<file path="config.mk">
export PLATFORM = sky130hd
export DESIGN_NAME = enc_fifo_buffer
export DESIGN_NICKNAME = d
export VERILOG_FILES = /design/src/rtl/enc_fifo_buffer.sv
export SDC_FILE = /design/constraint.sdc
export NUM_CORES = 1
export LEC_CHECK = 0
export BUFFER_PORTS_ARGS = -buffer_cell sky130_fd_sc_hd__buf_4
export CORE_MARGIN = 2
export CORE_UTILIZATION = 55
export CTS_BUF_LIST = sky130_fd_sc_hd__clkbuf_4 sky130_fd_sc_hd__clkbuf_8
export DETAILED_ROUTE_END_ITERATION = 8
export PLACE_DENSITY = 0.75
export SLEW_MARGIN = 20
export SYNTH_ARGS = -nofsm -noshare
export SYNTH_HDL_FRONTEND = slang
export SYNTH_SLANG_ARGS = --single-unit
</file>
<file path="constraint.sdc">
create_clock -name clock -period 3.1 [get_ports clock]
set_clock_uncertainty 0.05 [all_clocks]
set_input_delay 0 -clock clock [delete_from_list [all_inputs] [get_ports clock]]
set_output_delay 0 -clock clock [all_outputs]
set_load 0.03 [all_outputs]
</file>
<file path="src/rtl/enc_fifo_buffer.sv">
// Encoded-word FIFO with a registered read port, occupancy flags and a
// load counter that tells the upstream write-control FSM when a load is done.
module enc_fifo_buffer #(
  parameter int DATA_W     = 8,
  parameter int DEPTH      = 16,
  parameter int ADDR_W     = 4,
  parameter int LOAD_COUNT = 16
) (
  input  logic              clock,
  input  logic              reset,
  input  logic              we,
  input  logic [DATA_W-1:0] din,
  input  logic              re,
  output logic [DATA_W-1:0] dout,
  output logic              valid,
  output logic              full,
  output logic              empty,
  output logic [ADDR_W:0]   level,
  output logic              count_complete,
  output logic              overflow
);

  localparam logic [ADDR_W:0] DEPTH_L  = (ADDR_W+1)'(DEPTH);
  localparam logic [15:0]     LOAD_TGT = 16'(LOAD_COUNT);

  logic [DATA_W-1:0] mem [DEPTH];

  logic [ADDR_W-1:0] wr_ptr_q, wr_ptr_d;
  logic [ADDR_W-1:0] rd_ptr_q, rd_ptr_d;
  logic [ADDR_W:0]   level_q, level_d;
  logic [DATA_W-1:0] dout_q, dout_d;
  logic              valid_q, valid_d;
  logic [15:0]       load_cnt_q, load_cnt_d;
  logic              count_complete_q, count_complete_d;
  logic              overflow_q, overflow_d;

  logic wr_acc;
  logic rd_acc;

  // Flags come from the registered level, so acceptance sees start-of-cycle state.
  assign full   = (level_q == DEPTH_L);
  assign empty  = (level_q == '0);
  assign wr_acc = we & ~full;
  assign rd_acc = re & ~empty;

  always_comb begin
    wr_ptr_d         = wr_ptr_q;
    rd_ptr_d         = rd_ptr_q;
    level_d          = level_q;
    dout_d           = dout_q;
    valid_d          = 1'b0;
    load_cnt_d       = load_cnt_q;
    count_complete_d = count_complete_q;
    overflow_d       = overflow_q;

    if (wr_acc) begin
      wr_ptr_d = wr_ptr_q + ADDR_W'(1);
    end
    if (rd_acc) begin
      rd_ptr_d = rd_ptr_q + ADDR_W'(1);
      dout_d   = mem[rd_ptr_q];
      valid_d  = 1'b1;
    end

    case ({wr_acc, rd_acc})
      2'b10:   level_d = level_q + (ADDR_W+1)'(1);
      2'b01:   level_d = level_q - (ADDR_W+1)'(1);
      default: level_d = level_q;
    endcase

    // Counter saturates at the target; later writes still land in storage.
    if (wr_acc && (load_cnt_q != LOAD_TGT)) begin
      load_cnt_d = load_cnt_q + 16'd1;
    end
    if (load_cnt_d == LOAD_TGT) begin
      count_complete_d = 1'b1;
    end

    if (we && full) begin
      overflow_d = 1'b1;
    end
  end

  always_ff @(posedge clock or posedge reset) begin
    if (reset) begin
      wr_ptr_q         <= '0;
      rd_ptr_q         <= '0;
      level_q          <= '0;
      dout_q           <= '0;
      valid_q          <= 1'b0;
      load_cnt_q       <= '0;
      count_complete_q <= 1'b0;
      overflow_q       <= 1'b0;
    end else begin
      wr_ptr_q         <= wr_ptr_d;
      rd_ptr_q         <= rd_ptr_d;
      level_q          <= level_d;
      dout_q           <= dout_d;
      valid_q          <= valid_d;
      load_cnt_q       <= load_cnt_d;
      count_complete_q <= count_complete_d;
      overflow_q       <= overflow_d;
    end
  end

  // Storage is deliberately left out of reset; the pointers guard stale contents.
  always_ff @(posedge clock) begin
    if (wr_acc) begin
      mem[wr_ptr_q] <= din;
    end
  end

  assign dout           = dout_q;
  assign valid          = valid_q;
  assign level          = level_q;
  assign count_complete = count_complete_q;
  assign overflow       = overflow_q;

endmodule

</file>
* Word-level counts from Yosys, hierarchy flattened
Memories as Yosys holds them, arrays and structs flattened. A register that Yosys moved wholly into a read port is not among the register bits. Index checks and enable logic that the tools add are counted.
Operators by class: add/subtract/negate cells 5, reductions and logical operators 4, bitwise logic cells 4, muxes and demuxes 5, equality and inequality tests 5
Operators with widths (number):
- $add A16 B1 Y16 const B | 1
- $eq A16 B5 Y1 const B | 1
- $mux W16 | 1
- $ne A16 B5 Y1 const B | 1
- $pmux W5 S2 | 1
- $add A4 B1 Y4 const B | 2
- $add A5 B1 Y5 const B | 1
- $eq A5 B5 Y1 const B | 1
- $logic_not A5 Y1 | 1
- $sub A5 B1 Y5 const B | 1
- $mux W1 | 3
- $and A1 B1 Y1 | 2
- $eq A2 B1 Y1 const B | 1
- $eq A2 B2 Y1 const B | 1
- $logic_and A1 B1 Y1 | 2
- $not A1 Y1 | 2
- $reduce_bool A2 Y1 | 1
Word-level totals: memories 1, word-level logic and storage cells 31, memory bits (writable) 128, bits of input ports 12, bits in registers 32
Memories:
- mem | words 16, width 8, rd ports 1, clocked after Yosys merged registers in 1, write ports 1, line 26 | logic [DATA_W-1:0] mem [DEPTH];

* Depth between registers and ports, before layout
depth after elaboration 6, mapped depth 11, mapped depth without buffers 10

* Least setup slack after synthesis
OpenSTA, ideal clock, no wires.
path kind flip-flop to flip-flop, from register level_q[0], in the netlist level[0], to register level_q[4], in the netlist level[4], arrival time 2.934 ns, slack -0.006 ns, stages on the path, launching flop included 12, period minus slack after synthesis 3.106 ns, library setup time 0.123 ns, cells stage by stage dfrtp_1 > or4_1 > o21ai_0 > inv_1 > clkbuf_1 > ha_1 > fa_1 > a21o_1 > a21oi_1 > xor2_1 > nor2_1 > xnor2_1
Between the ends: word-level cells in the longest chain between the ends 5, elaborated cells on any way between the ends 12, those cells by class add/sub: 2; eq/ne: 3; mux: 1; bitwise: 4; reduce/logical: 2
Ends and longest elaborated chain:
- start, declared | line 30 | logic [ADDR_W:0] level_q, level_d;
- start signal, assigned | line 97 | level_q <= level_d;
- $logic_not A5 Y1 (*) | line 42 | assign empty = (level_q == '0);
- $not A1 Y1 (*) | line 44 | assign rd_acc = re & ~empty;
- $and A1 B1 Y1 (*) | line 44
- named net rd_acc | line 38 | logic rd_acc;
- $eq A2 B1 Y1 / $eq A2 B2 Y1 (equally long branches) | line 65 | case ({wr_acc, rd_acc})
- $pmux W5 S2 / $reduce_bool A2 Y1 (equally long branches)
The timed path passes the listed nets; every way through them passes the cells marked *. A chain may end at the register's enable or synchronous reset.

* Final worst setup path
from register level_q[0], in the netlist level[0], to register level_q[4], in the netlist level[4]
Between the ends: word-level cells in the longest chain between the ends 5, elaborated cells on any way between the ends 12, those cells by class add/sub: 2; eq/ne: 3; mux: 1; bitwise: 4; reduce/logical: 2
Ends and longest elaborated chain (line):
- $eq A5 B5 Y1 / $logic_not A5 Y1 (equally long branches) | 41, 42
- $not A1 Y1, on equally long branches | 43, 44
- $and A1 B1 Y1, on equally long branches | 43, 44
- $eq A2 B1 Y1 / $eq A2 B2 Y1 (equally long branches) | 65
- $pmux W5 S2 / $reduce_bool A2 Y1 (equally long branches)
Several ways; a longest one is shown, not always the timed one.

==> results.yml <==
detailed_routing:
  firstDrtPassIters: 4
  drtIter0Drc: 302
  antenna_left: 0
  drt_wl_total_mm: 12.49
  wl_per_cell_microns: 19.18
  post-route-drc-count: 0
  vias_per_cell: 5.576
  vias: 3630
grt:
  track_usage_pct: 20.27
  first_global_vias: 3662
  grt_remaining_overflow: 0
  grt_start_max_net_pins: 41
  grt_pass1_wl_mm: 19.75
  antenna_found_initial: 0
timing:
  hold_viol: 0
  fin_crit_sh_pct: 92.25
  rsz0062_at_grt: "no"
  clock.fmax_mhz: 349.7
  setup_ws_ns: 0.2403
  period_needed_ns: 2.860
  fin_setup_tns_ns: 0
  slew_headroom_pct: 41.05
  worst_slew_pin_slew_ns: 0.8810
  drv_slew: 0
  setup_viol: 0
placement:
  hpwl_mm: 8.359
  gp_congestion: 0.8780
  place_inst: 608
  place_area_sq_um: 7426
  numPortBuffers: 29
  place_ws_ns: 0.1648
synth:
  synth.top_cell.area_share_pct: 55.13
  synth_seq_cells: 168
  yosysWarnings: 0
  syn-instance-count: 414
  syn-num-nets: 438
  ys_async_sr_fraction_pct: 23.81
  synth_edf_count: 128
  ys.flop_type: "edfxtp_1"
  netlist_area_sq_um: 6972
  yosysUniqueCellTypes: 41
  avgSynthCellArea_sq_um: 16.84
  synthTopCellsByArea: "edfxtp_1 55%, dfrtp_1 14%, mux4_2 13%, nand2_1 2.5%, xnor2_1 2.1%"
  ys_seq_area_share_pct: 69.49
  synthTopCellsByCount: "128 x edfxtp_1, 47 x nand2_1, 40 x dfrtp_1, 40 x mux4_2, 23 x nor2_1"
  synth_top_cell_by_area: "edfxtp_1"
  synth.most_common_cell: "edfxtp_1"
pwr:
  pwr-share-comb_pct: 31.5
  finalPower_uw: 6936
  p_seq_share_pct: 46.0
  vdd_drop_max_v: 0.0006621
  p_sw_share_pct: 33.36
  power.density_nw_per_um2: 873.8
  internal_power_uw: 4622
  pwr-share-clk_pct: 22.5
  leakage_uw: 0.002875
  power.switching_uw: 2314
setup_path:
  crit_arrival_ns: 3.15
  cp-end-kind: "flop"
  cp.required_ns: 3.39
  crit_fanout: 6
  path_class: "reg -> reg"
  startpoint_type: "flop"
  crit_slowest_cell: "or4_1"
  crit_chain: "or4_1, o21ai_2, inv_1, ha_1, fa_1, a21o_1, a21oi_1, xor2_1, nor2_1, xnor2_1"
  max_stage_delay_ns: 0.59
hold_path:
  holdCritPathClass: "in -> async"
die:
  start_util_pct: 55.70
  die_w_microns: 116.6
  ios: 30
  core_area_sq_um: 12520
  die_y_microns: 116.6
  fp.dieArea_sq_um: 13590
  row_count: 41
final_layout:
  nets: 490
  syn_to_final_growth_pct: 13.85
  drive_gt1_share_pct: 25.26
  fin_area_sq_um: 7938
  finalNonFillerCells: 651
  antenna_cells: 0
clock_tree:
  path_clk_slew_ns: 0.09
  clk_path_buf_depth: 2
  clock-sinks: 168
  cts_buffers: 17
  cts_setup_buffers: 0
  worstSkewPairLatency_ns: 0.45
  cts_root_buffer: "clkbuf_8"
  cts_tree: "yes"
  htreeDepth: 4
run:
  drv_cap: 0
outcome:
  run_status: "finished clean"
routing by layer:
metal  wire [microns]  GRT usage [%]  vias up
met3              628          4.359       16
met1             5679          28.98     1834
li1                 -              -     1680
met4              199          8.471        0
met5                0              0        -
met2             5982          30.81      100
critical path, delay by kind of cell, from the launching register on:
| family | cells | cell delay [ns] |
|---|---|---|
| simple gates | 2 | 0.65 |
| compound gates | 3 | 0.52 |
| fa+ha+maj | 2 | 0.71 |
| xor+xnor | 2 | 0.29 |
| flops | 1 | 0.46 |
| buf+inv | 1 | 0.07 |
area by class of cell:
class | count | area [sq um]
clock inverter | 15 | 163.9
fill | 882 | 4579
multi-input combinational | 216 | 2006
inverter | 11 | 41.29
sequential | 168 | 4847
clock buffer | 17 | 234.0
timing repair buffer | 52 | 430.4
tap | 172 | 215.2
registers in the layout, indices dropped and copies added, names as in the netlist:
name / flops
rd_ptr_q: 4
load_cnt_q: 16
wr_ptr_q: 4
count_complete: 1
overflow: 1
valid: 1
mem: 128
dout: 8
level: 5
path summary, 6_finish.rpt:
path	cells after the start	start	slack [ns]	end
max in group asynchronous	4	reset	2.46	level[0]
max	10	level[0]	0.24	level[4]
min in group clock	3	we	0.28	overflow
min	4	reset	0.16	dout[2]
min reg2reg	2	dout[6]	0.44	dout[6]
max reg2reg	10	level[0]	0.24	level[4]
timing repair:
action,in CTS,in global routing
hold buffers,11,0
resized for setup,0,2
setup endpoints to repair,0,1
hold endpoints to repair,179,0
stage by stage:
stage / utilization, % / hold WS (ns)
finish: 63.41 / 0.1619
global placement: 59.33 / 0.1053
CTS: 63.38 / 0.1661
global route: 63.41 / 0.2216
floorplan: - / 0.04887
detailed placement: 59.33 / 0.1081
cells in the final DEF, fill, tap and decap left out, types with 2 or more instances in the layout:
| master | count |
|---|---|
| clkinv_4 | 2 |
| inv_8 | 2 |
| mux4_2 | 40 |
| ha_1 | 11 |
| nand2b_1 | 3 |
| inv_6 | 5 |
| dfrtp_1 | 38 |
| nor4_1 | 2 |
| dlygate4sd3_1 | 11 |
| xnor2_1 | 17 |
| nand4_1 | 5 |
| nor2_1 | 23 |
| a21o_1 | 3 |
| inv_1 | 11 |
| dfrtp_2 | 2 |
| bufinv_16 | 2 |
| a31oi_1 | 2 |
| or3_1 | 2 |
| xor2_1 | 11 |
| edfxtp_1 | 128 |
| clkinv_1 | 2 |
| a21oi_1 | 3 |
| o21ai_0 | 6 |
| mux2_2 | 2 |
| nand2_1 | 47 |
| nor3_1 | 13 |
| nand3_1 | 8 |
| clkbuf_8 | 17 |
| buf_4 | 40 |
power by group through the flow:
stage                     clock network (uW)  logic [uW]  registers [uW]
after CTS                               1590        2210            3200
after global routing                    1670        2390            3260
final                                   1560        2190            3190
after floorplan                            0        1590            3190
after global placement                     0        2150            3210
after detailed placement                   0        2190            3250
cell families after synthesis:
family / share of synthesized area (%)
compound gates: 2.154
buf+inv: 1.795
xor+xnor: 3.518
fa+ha+maj: 2.261
simple gates: 7.394
mux: 13.39
flops: 69.49
Note: power is estimated with default switching activity, not from simulation.
